--- config.mk ---
export PLATFORM = sky130hd
export DESIGN_NAME = prog_loader_tlul
export DESIGN_NICKNAME = d
export VERILOG_FILES = /design/src/rtl/tlul_pkg.sv /design/src/rtl/prog_loader_pkg.sv /design/src/rtl/byte_word_packer.sv /design/src/rtl/prog_loader_tlul.sv
export SDC_FILE = /design/constraint.sdc
export NUM_CORES = 1
export LEC_CHECK = 0
export ABC_AREA = 1
export BUFFER_PORTS_ARGS = -buffer_cell sky130_fd_sc_hd__buf_2
export CAP_MARGIN = 20
export CORE_UTILIZATION = 40
export DETAILED_ROUTE_END_ITERATION = 8
export PLACE_DENSITY = 0.67
export SLEW_MARGIN = 5
export SYNTH_ARGS = -nofsm -noshare
export SYNTH_HDL_FRONTEND = slang
export SYNTH_SLANG_ARGS = --single-unit
--- constraint.sdc ---
create_clock -name clk_i -period 2.15 [get_ports clk_i]
set_input_delay 0.43 -clock clk_i [delete_from_list [all_inputs] [get_ports clk_i]]
set_output_delay 0.43 -clock clk_i [all_outputs]
set_load 0.02 [all_outputs]
--- src/rtl/tlul_pkg.sv ---
// rtl/tlul_pkg.sv - minimal TL-UL channel types and opcodes used by the loader
package tlul_pkg;

    typedef enum logic [2:0] {
        PutFullData    = 3'h0,
        PutPartialData = 3'h1,
        Get            = 3'h4
    } tl_a_op_e;

    typedef enum logic [2:0] {
        AccessAck     = 3'h0,
        AccessAckData = 3'h1
    } tl_d_op_e;

    typedef struct packed {
        logic        a_valid;
        tl_a_op_e    a_opcode;
        logic [2:0]  a_param;
        logic [1:0]  a_size;
        logic [7:0]  a_source;
        logic [31:0] a_address;
        logic [3:0]  a_mask;
        logic [31:0] a_data;
        logic        d_ready;
    } tl_h2d_t;

    typedef struct packed {
        logic        d_valid;
        tl_d_op_e    d_opcode;
        logic [2:0]  d_param;
        logic [1:0]  d_size;
        logic [7:0]  d_source;
        logic        d_sink;
        logic [31:0] d_data;
        logic        d_error;
        logic        a_ready;
    } tl_d2h_t;

endpackage

--- src/rtl/prog_loader_pkg.sv ---
// rtl/prog_loader_pkg.sv - loader FSM states and fixed TL-UL request fields
package prog_loader_pkg;

    typedef enum logic [2:0] {
        LEN,
        DATA,
        WRITE,
        WAIT_ACK,
        DONE,
        ERROR
    } state_e;

    localparam int BytesPerWord = 4;

    localparam tlul_pkg::tl_a_op_e TlOpcode = tlul_pkg::PutFullData;
    localparam logic [1:0]         TlSize   = 2'd2;
    localparam logic [3:0]         TlMask   = 4'hF;
    localparam logic [7:0]         TlSource = 8'h00;

endpackage

--- src/rtl/byte_word_packer.sv ---
// rtl/byte_word_packer.sv - little-endian 4-byte to 32-bit word shift-in
module byte_word_packer
    import prog_loader_pkg::*;
(
    input  logic        clk_i,
    input  logic        rst_i,
    input  logic        byte_valid_i,
    input  logic [7:0]  byte_i,
    output logic [31:0] word_o,
    output logic        word_valid_o
);

    logic [1:0]  cnt_q;
    logic [31:0] word_q;
    logic [31:0] word_d;

    // Bytes enter at the top and drift down, so the first byte ends in bits 7:0.
    // word_o is the completed word in the same cycle as the final byte.
    assign word_d       = {byte_i, word_q[31:8]};
    assign word_o       = word_d;
    assign word_valid_o = byte_valid_i && (cnt_q == 2'(BytesPerWord - 1));

    always_ff @(posedge clk_i) begin
        if (rst_i) begin
            cnt_q  <= '0;
            word_q <= '0;
        end else if (byte_valid_i) begin
            cnt_q  <= cnt_q + 2'd1;
            word_q <= word_d;
        end
    end

endmodule

--- src/rtl/prog_loader_tlul.sv ---
// rtl/prog_loader_tlul.sv - UART byte stream to instruction memory boot loader over TL-UL
module prog_loader_tlul
    import prog_loader_pkg::*;
#(
    parameter logic [31:0] BaseAddr = 32'h0000_0000,
    parameter int          MemAw    = 12,
    parameter int          MaxWords = 4096
) (
    input  logic                clk_i,
    input  logic                rst_i,
    input  logic                rx_valid_i,
    input  logic [7:0]          rx_byte_i,
    output logic                rx_ready_o,
    output tlul_pkg::tl_h2d_t   tl_o,
    input  tlul_pkg::tl_d2h_t   tl_i,
    output logic                busy_o,
    output logic                done_o,
    output logic                err_o,
    output logic                core_rst_o,
    output logic [MemAw:0]      words_written_o
);

    state_e         state_q;
    logic           a_valid_q;
    logic [31:0]    a_addr_q;
    logic [31:0]    a_data_q;
    logic [MemAw:0] len_q;
    logic [MemAw:0] idx_q;
    logic [MemAw:0] idx_inc;
    logic           byte_acc;
    logic [31:0]    word;
    logic           word_valid;
    logic           unused_tl;

    assign rx_ready_o      = (state_q == LEN) || (state_q == DATA);
    assign byte_acc        = rx_valid_i && rx_ready_o;
    assign busy_o          = (state_q != DONE) && (state_q != ERROR);
    assign done_o          = (state_q == DONE);
    assign err_o           = (state_q == ERROR);
    assign core_rst_o      = (state_q != DONE);
    assign words_written_o = idx_q;
    assign idx_inc         = idx_q + (MemAw + 1)'(1);
    assign unused_tl       = ^tl_i;

    // One packer serves both the length field and the data words; its count wraps every 4 bytes.
    byte_word_packer u_packer (
        .clk_i        (clk_i),
        .rst_i        (rst_i),
        .byte_valid_i (byte_acc),
        .byte_i       (rx_byte_i),
        .word_o       (word),
        .word_valid_o (word_valid)
    );

    always_comb begin
        tl_o           = '0;
        tl_o.a_valid   = a_valid_q;
        tl_o.a_opcode  = TlOpcode;
        tl_o.a_size    = TlSize;
        tl_o.a_source  = TlSource;
        tl_o.a_mask    = TlMask;
        tl_o.a_address = a_addr_q;
        tl_o.a_data    = a_data_q;
        tl_o.d_ready   = 1'b1;
    end

    always_ff @(posedge clk_i) begin
        if (rst_i) begin
            state_q   <= LEN;
            a_valid_q <= 1'b0;
            a_addr_q  <= '0;
            a_data_q  <= '0;
            len_q     <= '0;
            idx_q     <= '0;
        end else begin
            case (state_q)
                LEN: if (word_valid) begin
                    len_q   <= word[MemAw:0];
                    state_q <= (word == '0 || word > 32'(MaxWords)) ? ERROR : DATA;
                end
                DATA: if (word_valid) begin
                    a_valid_q <= 1'b1;
                    a_addr_q  <= BaseAddr + (32'(idx_q) << 2);
                    a_data_q  <= word;
                    state_q   <= WRITE;
                end
                WRITE: if (tl_i.a_ready) begin
                    a_valid_q <= 1'b0;
                    state_q   <= WAIT_ACK;
                end
                // Responses arriving in other states are accepted by d_ready and dropped.
                WAIT_ACK: if (tl_i.d_valid) begin
                    if (tl_i.d_error) begin
                        state_q <= ERROR;
                    end else begin
                        idx_q   <= idx_inc;
                        state_q <= (idx_inc == len_q) ? DONE : DATA;
                    end
                end
                default: ;
            endcase
        end
    end

endmodule

# Yosys cells after proc, flatten, opt, wreduce, memory -nomap -nowiden
# Index checks and enable logic that the tools add are counted.
[word_totals]
output_inout_bits = 104
latch_bits = 0
n_memories = 0
in_bits = 63
ramBits = 0
elab_cells = 50
mem_bits_ro = 0
ff_bits = 109
[classes]
n_shift = 0
eq_ne = 13
n_div = 0
multipliers = 0
bitwise_logic = 1
reduce_logical = 14
n_lt_le_gt_ge = 1
addsub = 2
muxes = 11
[ops]
columns = ["op", "n"]
rows = [
  ["$gt 32x13->1 const B", 1],
  ["$logic_not 32->1", 1],
  ["$mux 3", 7],
  ["$add 13x1->13 const B", 1],
  ["$eq 13x13->1", 1],
  ["$pmux 3 s4", 1],
  ["$eq 3x2->1 const B", 2],
  ["$eq 3x3->1 const B", 2],
  ["$ne 3x3->1 const B", 2],
  ["$reduce_and 3->1", 2],
  ["$reduce_and 5->1", 1],
  ["$ne 2x1->1 const B", 2],
  ["$ne 2x2->1 const B", 2],
  ["$reduce_and 2->1", 2],
  ["$reduce_bool 4->1", 1],
  ["$eq 3x1->1 const B", 1],
  ["$logic_and 1x1->1", 3],
  ["$logic_not 3->1", 1],
  ["$add 2x1->2 const B", 1],
  ["$eq 2x2->1 const B", 1],
  ["$logic_or 1x1->1", 2],
  ["$mux 1", 2],
  ["$pmux 1 s2", 1],
  ["$reduce_bool 2->1", 1],
  ["$not 1->1", 1],
]

# Longest topological paths before layout
[logic_depth]
ltp_word = 6
depth_mapped = 17
ltp_nobuf = 17

# By module
# Synthesis repeated with hierarchy kept, for this count alone.
[unflattened]
cells_unflattened = 694
area_unflattened_um2 = 4822.1
[by_module_without_submodules]
columns = ["mod", "instances", "cells_per_inst", "area_each_um2", "seq_area_each_um2"]
rows = [
  ["prog_loader_tlul", 1, 519, 3636.0, 1501.4],
  ["byte_word_packer", 1, 175, 1186.1, 520.5],
]

# Worst setup path after synthesis
# OpenSTA, ideal clock, no wires.
[synth_path]
kind = "register -> register"
start = "reg idx_q[1] (netlist: words_written_o[1])"
end = "reg state_q[2]"
slack_ns = 0.304
t_arrival_ns = 1.714
path_buffers = 0
required_time_ns = 2.018
path_stages_with_launch = 17
cell_sequence = "dfxtp_1 ha_1 nand2_2 nor2_4 nand2_2 nor2_1 nand2_1 nand2_1 nand2_1 nand2_1 nor2_1 nand2_1 nand2_1 nand2_1 nand2_1 nand2_1 a21oi_1"
[synth_between]
elab_chain_cells = 6
[synth_rtl]
columns = ["element", "line", "rtl"]
rows = [
  ["from (decl)", "prog_loader_tlul.sv:28", "logic [MemAw:0] idx_q;"],
  ["from (signal assigned)", "prog_loader_tlul.sv:96", "idx_q <= idx_inc;"],
  ["$add 13x1->13", "prog_loader_tlul.sv:42", "assign idx_inc = idx_q + (MemAw + 1)'(1);"],
  ["$eq 13x13->1", "prog_loader_tlul.sv:97", "state_q <= (idx_inc == len_q) ? DONE : DATA;"],
  ["$mux 3", "prog_loader_tlul.sv:97", ""],
  ["$mux 3", "prog_loader_tlul.sv:93", "if (tl_i.d_error) begin"],
  ["$mux 3", "prog_loader_tlul.sv:92", "WAIT_ACK: if (tl_i.d_valid) begin"],
  ["$pmux 3 s4", "prog_loader_tlul.sv:76", "case (state_q)"],
  ["to (signal assigned)", "prog_loader_tlul.sv:79", "state_q <= (word == '0 || word > 32'(MaxWords)) ? ERROR : DATA;"],
  ["to (signal assigned)", "prog_loader_tlul.sv:97", ""],
  ["to (decl)", "prog_loader_tlul.sv:23", "state_e state_q;"],
]
# No other way between the ends. The select of a mux whose other input is x is not followed.
# A chain may end at the register's enable or synchronous reset.

# Worst setup path after layout
[layout_path]
start = "reg state_q[0]"
end = "reg a_addr_q[10]"
[layout_between]
elab_chain_cells = 5
word_cells_on_any_way = 6
[layout_rtl]
columns = ["element", "line", "rtl"]
rows = [
  ["$eq 3x1->1 or $logic_not 3->1 (tied branches)", "prog_loader_tlul.sv:35, prog_loader_tlul.sv:76", ""],
  ["$logic_or 1x1->1", "prog_loader_tlul.sv:35", "assign rx_ready_o = (state_q == LEN) || (state_q == DATA);"],
  ["$logic_and 1x1->1", "prog_loader_tlul.sv:36", "assign byte_acc = rx_valid_i && rx_ready_o;"],
  ["$logic_and 1x1->1", "byte_word_packer.sv:21", "assign word_valid_o = byte_valid_i && (cnt_q == 2'(BytesPerWord - 1));"],
  ["$reduce_and 2->1 (no line) (*)", "--", ""],
  ["to (signal assigned)", "prog_loader_tlul.sv:83", "a_addr_q <= BaseAddr + (32'(idx_q) << 2);"],
  ["to (decl)", "prog_loader_tlul.sv:25", "logic [31:0] a_addr_q;"],
]
# Mark *: on every way between the ends. The rest lies on a longest branch, timed or not.

==> impl_metrics.tcl <==
set metrics [dict create \
    outcome "finished clean" \
    synthFlopType "dfxtp_1" \
    ant_nets 0 \
    portBuffers 77 \
    synth_top_area_share_pct 43.3 \
    clock_sinks 101 \
    hold_end "a_data_q[26]$_SDFFE_PP0P_" \
    multi_input_area_um2 2120 \
    rsz0062_at_grt "no" \
    hold_start "rx_byte_i[2]" \
    ios 167 \
    path_clk_slew_ps 70 \
    final_nets 778 \
    synth_edf_count 0 \
    ff_latch_area_um2 2020 \
    vias 4144 \
    regToRegStartpoint "state_q[0]$_SDFFE_PP0P_" \
    worst-path-buf-inv 4 \
    coreArea_um2 11400 \
    worstHoldPathCells 3 \
    grt_usage_pct 18.6 \
    min_period_ps 1940 \
    cts_root_buffer "clkbuf_16" \
    antenna_found_initial 0 \
    powerDensity_nw_per_um2 768 \
    crit_family "simple AND/OR/NAND/NOR gates" \
    max_stage_delay_ps 370 \
    worstPathRequired_ps 2440 \
    wl_per_cell_um 12.5 \
    drv_cap 0 \
    synthTopCellsByCount "dfxtp_1 (101), nand2_1 (96), nor2_1 (95)" \
    drv_slew 0 \
    drive_above_1_share_pct 17.4 \
    utilization_pct 46.8 \
    cp-start-kind "flip-flop" \
    skew_ps 9.33 \
    antenna_cells 0 \
    arrival_ps 2230 \
    rr_endpoint "a_addr_q[10]$_SDFFE_PP0P_" \
    crit_type "flip-flop to flip-flop" \
    netlist_top_cells_area "dfxtp_1 (43%), a21oi_1 (9.1%), nand2_1 (7.7%), nor2_1 (7.6%), buf_4 (6.7%)" \
    synth-warning-count 0 \
    clk_latency_ps 350 \
    critPathSlowestCell "dfxtp_1" \
    start_util_pct 40.9 \
    h-tree-depth 3 \
    initialDrtViolationCount 202 \
    syn-cell-area_um2 4670 \
    tns_ps 0 \
    synth.avg_cell_area_um2 7.21 \
    finalSetupViolations 0 \
    r2r_cells 12 \
    crit_chain "nor2_4, inv_2, a21oi_4, nand2_4, inv_4, nand2_2, inv_4, nand2_4, buf_12, nor2_1, a21oi_1, nor2_1" \
    ys_seq_area_share_pct 43.3 \
    clk_path_buf_depth 2 \
    grt_first_pass_wirelength_mm 17.4 \
    ys_ff_latch 101 \
    grt_pass1_vias 3706 \
    drc 0 \
    fmaxAchievable_mhz 515 \
    dp_hpwl_mm 7.74 \
    endpoint_kind "flip-flop" \
    cts_tree "done" \
    dieArea_um2 12100 \
    setup_slack_ps 210 \
    finalHoldViolations 0 \
    p_leak_uw 0.00236 \
    peakVddDrop_uv 429 \
    hold_path.class "input pin to flip-flop" \
    grt_overflow 0 \
    vias_per_cell 4.81 \
    cts_made_buffers 9 \
    synth.distinct_cells 33 \
    place_congestion 0.872 \
    drtPass1Iterations 4 \
    period_share_pct 90.2 \
    async_flop_share_pct 0 \
    yosysMostFrequentCell "dfxtp_1" \
    post-place-ws_ps 171 \
    cts_hold_buf 0 \
    netlist_instances 648 \
    r2r_slack_ps 210 \
    die_height_um 110 \
    nFillCells 1176 \
    areaGrowthSynthToFinish_pct 14.4 \
    dieWidth_um 110 \
    routed_wl_mm 10.7 \
    grt_max_degree 71 \
    synth_top_area_cell "dfxtp_1" \
    worstPathMaxFanout 70 \
    placementRows 39 \
]
[worst register-to-register path: cells and delay by family (launching register included)]
kind            cells  cell delay, ps
compound gates      2             210
buf+inv             4             530
flops               1             370
simple gates        6             770
[stage by stage]
step / instances / area, µm² / hold slack, ps / power, µW
3_3_place_gp: 844 / 5000 / 443 / 2430
6_report: 861 / 5350 / 374 / 4100
3_5_place_dp: 844 / 5000 / 453 / 2440
4_1_cts: 860 / 5320 / 366 / 4130
2_1_floorplan: 686 / 4810 / 429 / 2390
5_1_grt: 861 / 5350 / 378 / 4280
[area by class of cell]
class	instances	share of cell area (%)
Sequential cell	101	37.9
Tap cell	143	3.35
Clock inverter	5	1.24
Timing Repair Buffer	87	8.85
Multi-Input combinational cell	454	39.7
Inverter	60	4.31
Clock buffer	11	4.73
[cell usage in the layout, fill, tap and decap left out, drive strengths merged]
cell	n
clkinv	1
o211ai	3
nor2	100
bufinv	1
o22ai	1
nand3	52
nor4	7
clkinvlp	1
clkbuf	11
dfxtp	101
nand4	2
a211oi	1
nor3	2
inv	62
nand2	103
o21ai	52
a31oi	2
conb	40
a21oi	86
ha	2
buf	87
xnor2	1
[timing repair]
| action | 4_1_cts | 5_1_grt |
|---|---|---|
| gates resized for setup | 0 | 6 |
| setup buffers | 0 | 1 |
| endpoints found under the setup margin | 0 | 2 |
[how the worst max path moves through the flow]
stage	startpoint	to	cells past startpoint
floorplan	words_written_o[1]$_SDFFE_PP0P_	state_q[2]$_SDFFE_PP0P_	16
global placement	words_written_o[0]$_SDFFE_PP0P_	state_q[0]$_SDFFE_PP0P_	14
detailed placement	words_written_o[0]$_SDFFE_PP0P_	state_q[2]$_SDFFE_PP0P_	17
CTS	words_written_o[0]$_SDFFE_PP0P_	state_q[2]$_SDFFE_PP0P_	17
global route	words_written_o[0]$_SDFFE_PP0P_	state_q[2]$_SDFFE_PP0P_	15
finish	state_q[0]$_SDFFE_PP0P_	a_addr_q[10]$_SDFFE_PP0P_	12
[registers in the layout, indices dropped and copies added (netlist names)]
| register | cells |
|---|---|
| u_packer.cnt_q | 2 |
| u_packer.word_q | 24 |
| a_valid_q | 1 |
| words_written_o | 13 |
| a_data_q | 32 |
| state_q | 3 |
| a_addr_q | 13 |
| len_q | 13 |
[cells by family after synthesis]
logic type,Yosys count,share of synthesized area [%]
and+or+nand+nor,266,25.0
AOI/OAI and AO/OA,145,16.1
buffers and inverters,131,14.7
DFF,101,43.3
adders and majority gates,2,0.536
other,2,0.161
xor gates and xnor gates,1,0.188
[layer usage]
layer | part of all wire (%) | wire [µm] | vias to the layer above | track usage, %
li1 | - | - | 2155 | -
met1 | 43 | 4630 | 1863 | 21.2
met2 | 50 | 5350 | 108 | 33.7
met3 | 5.1 | 543 | 18 | 4.06
met4 | 2.0 | 216 | 0 | 6.95
met5 | 0 | 0 | - | 0
[power breakdown]
part / switching, µW / internal [µW]
sequential: 70.5 / 1940
combinational: 276 / 109
clock: 727 / 980
Power figures use the tool's default switching activity.
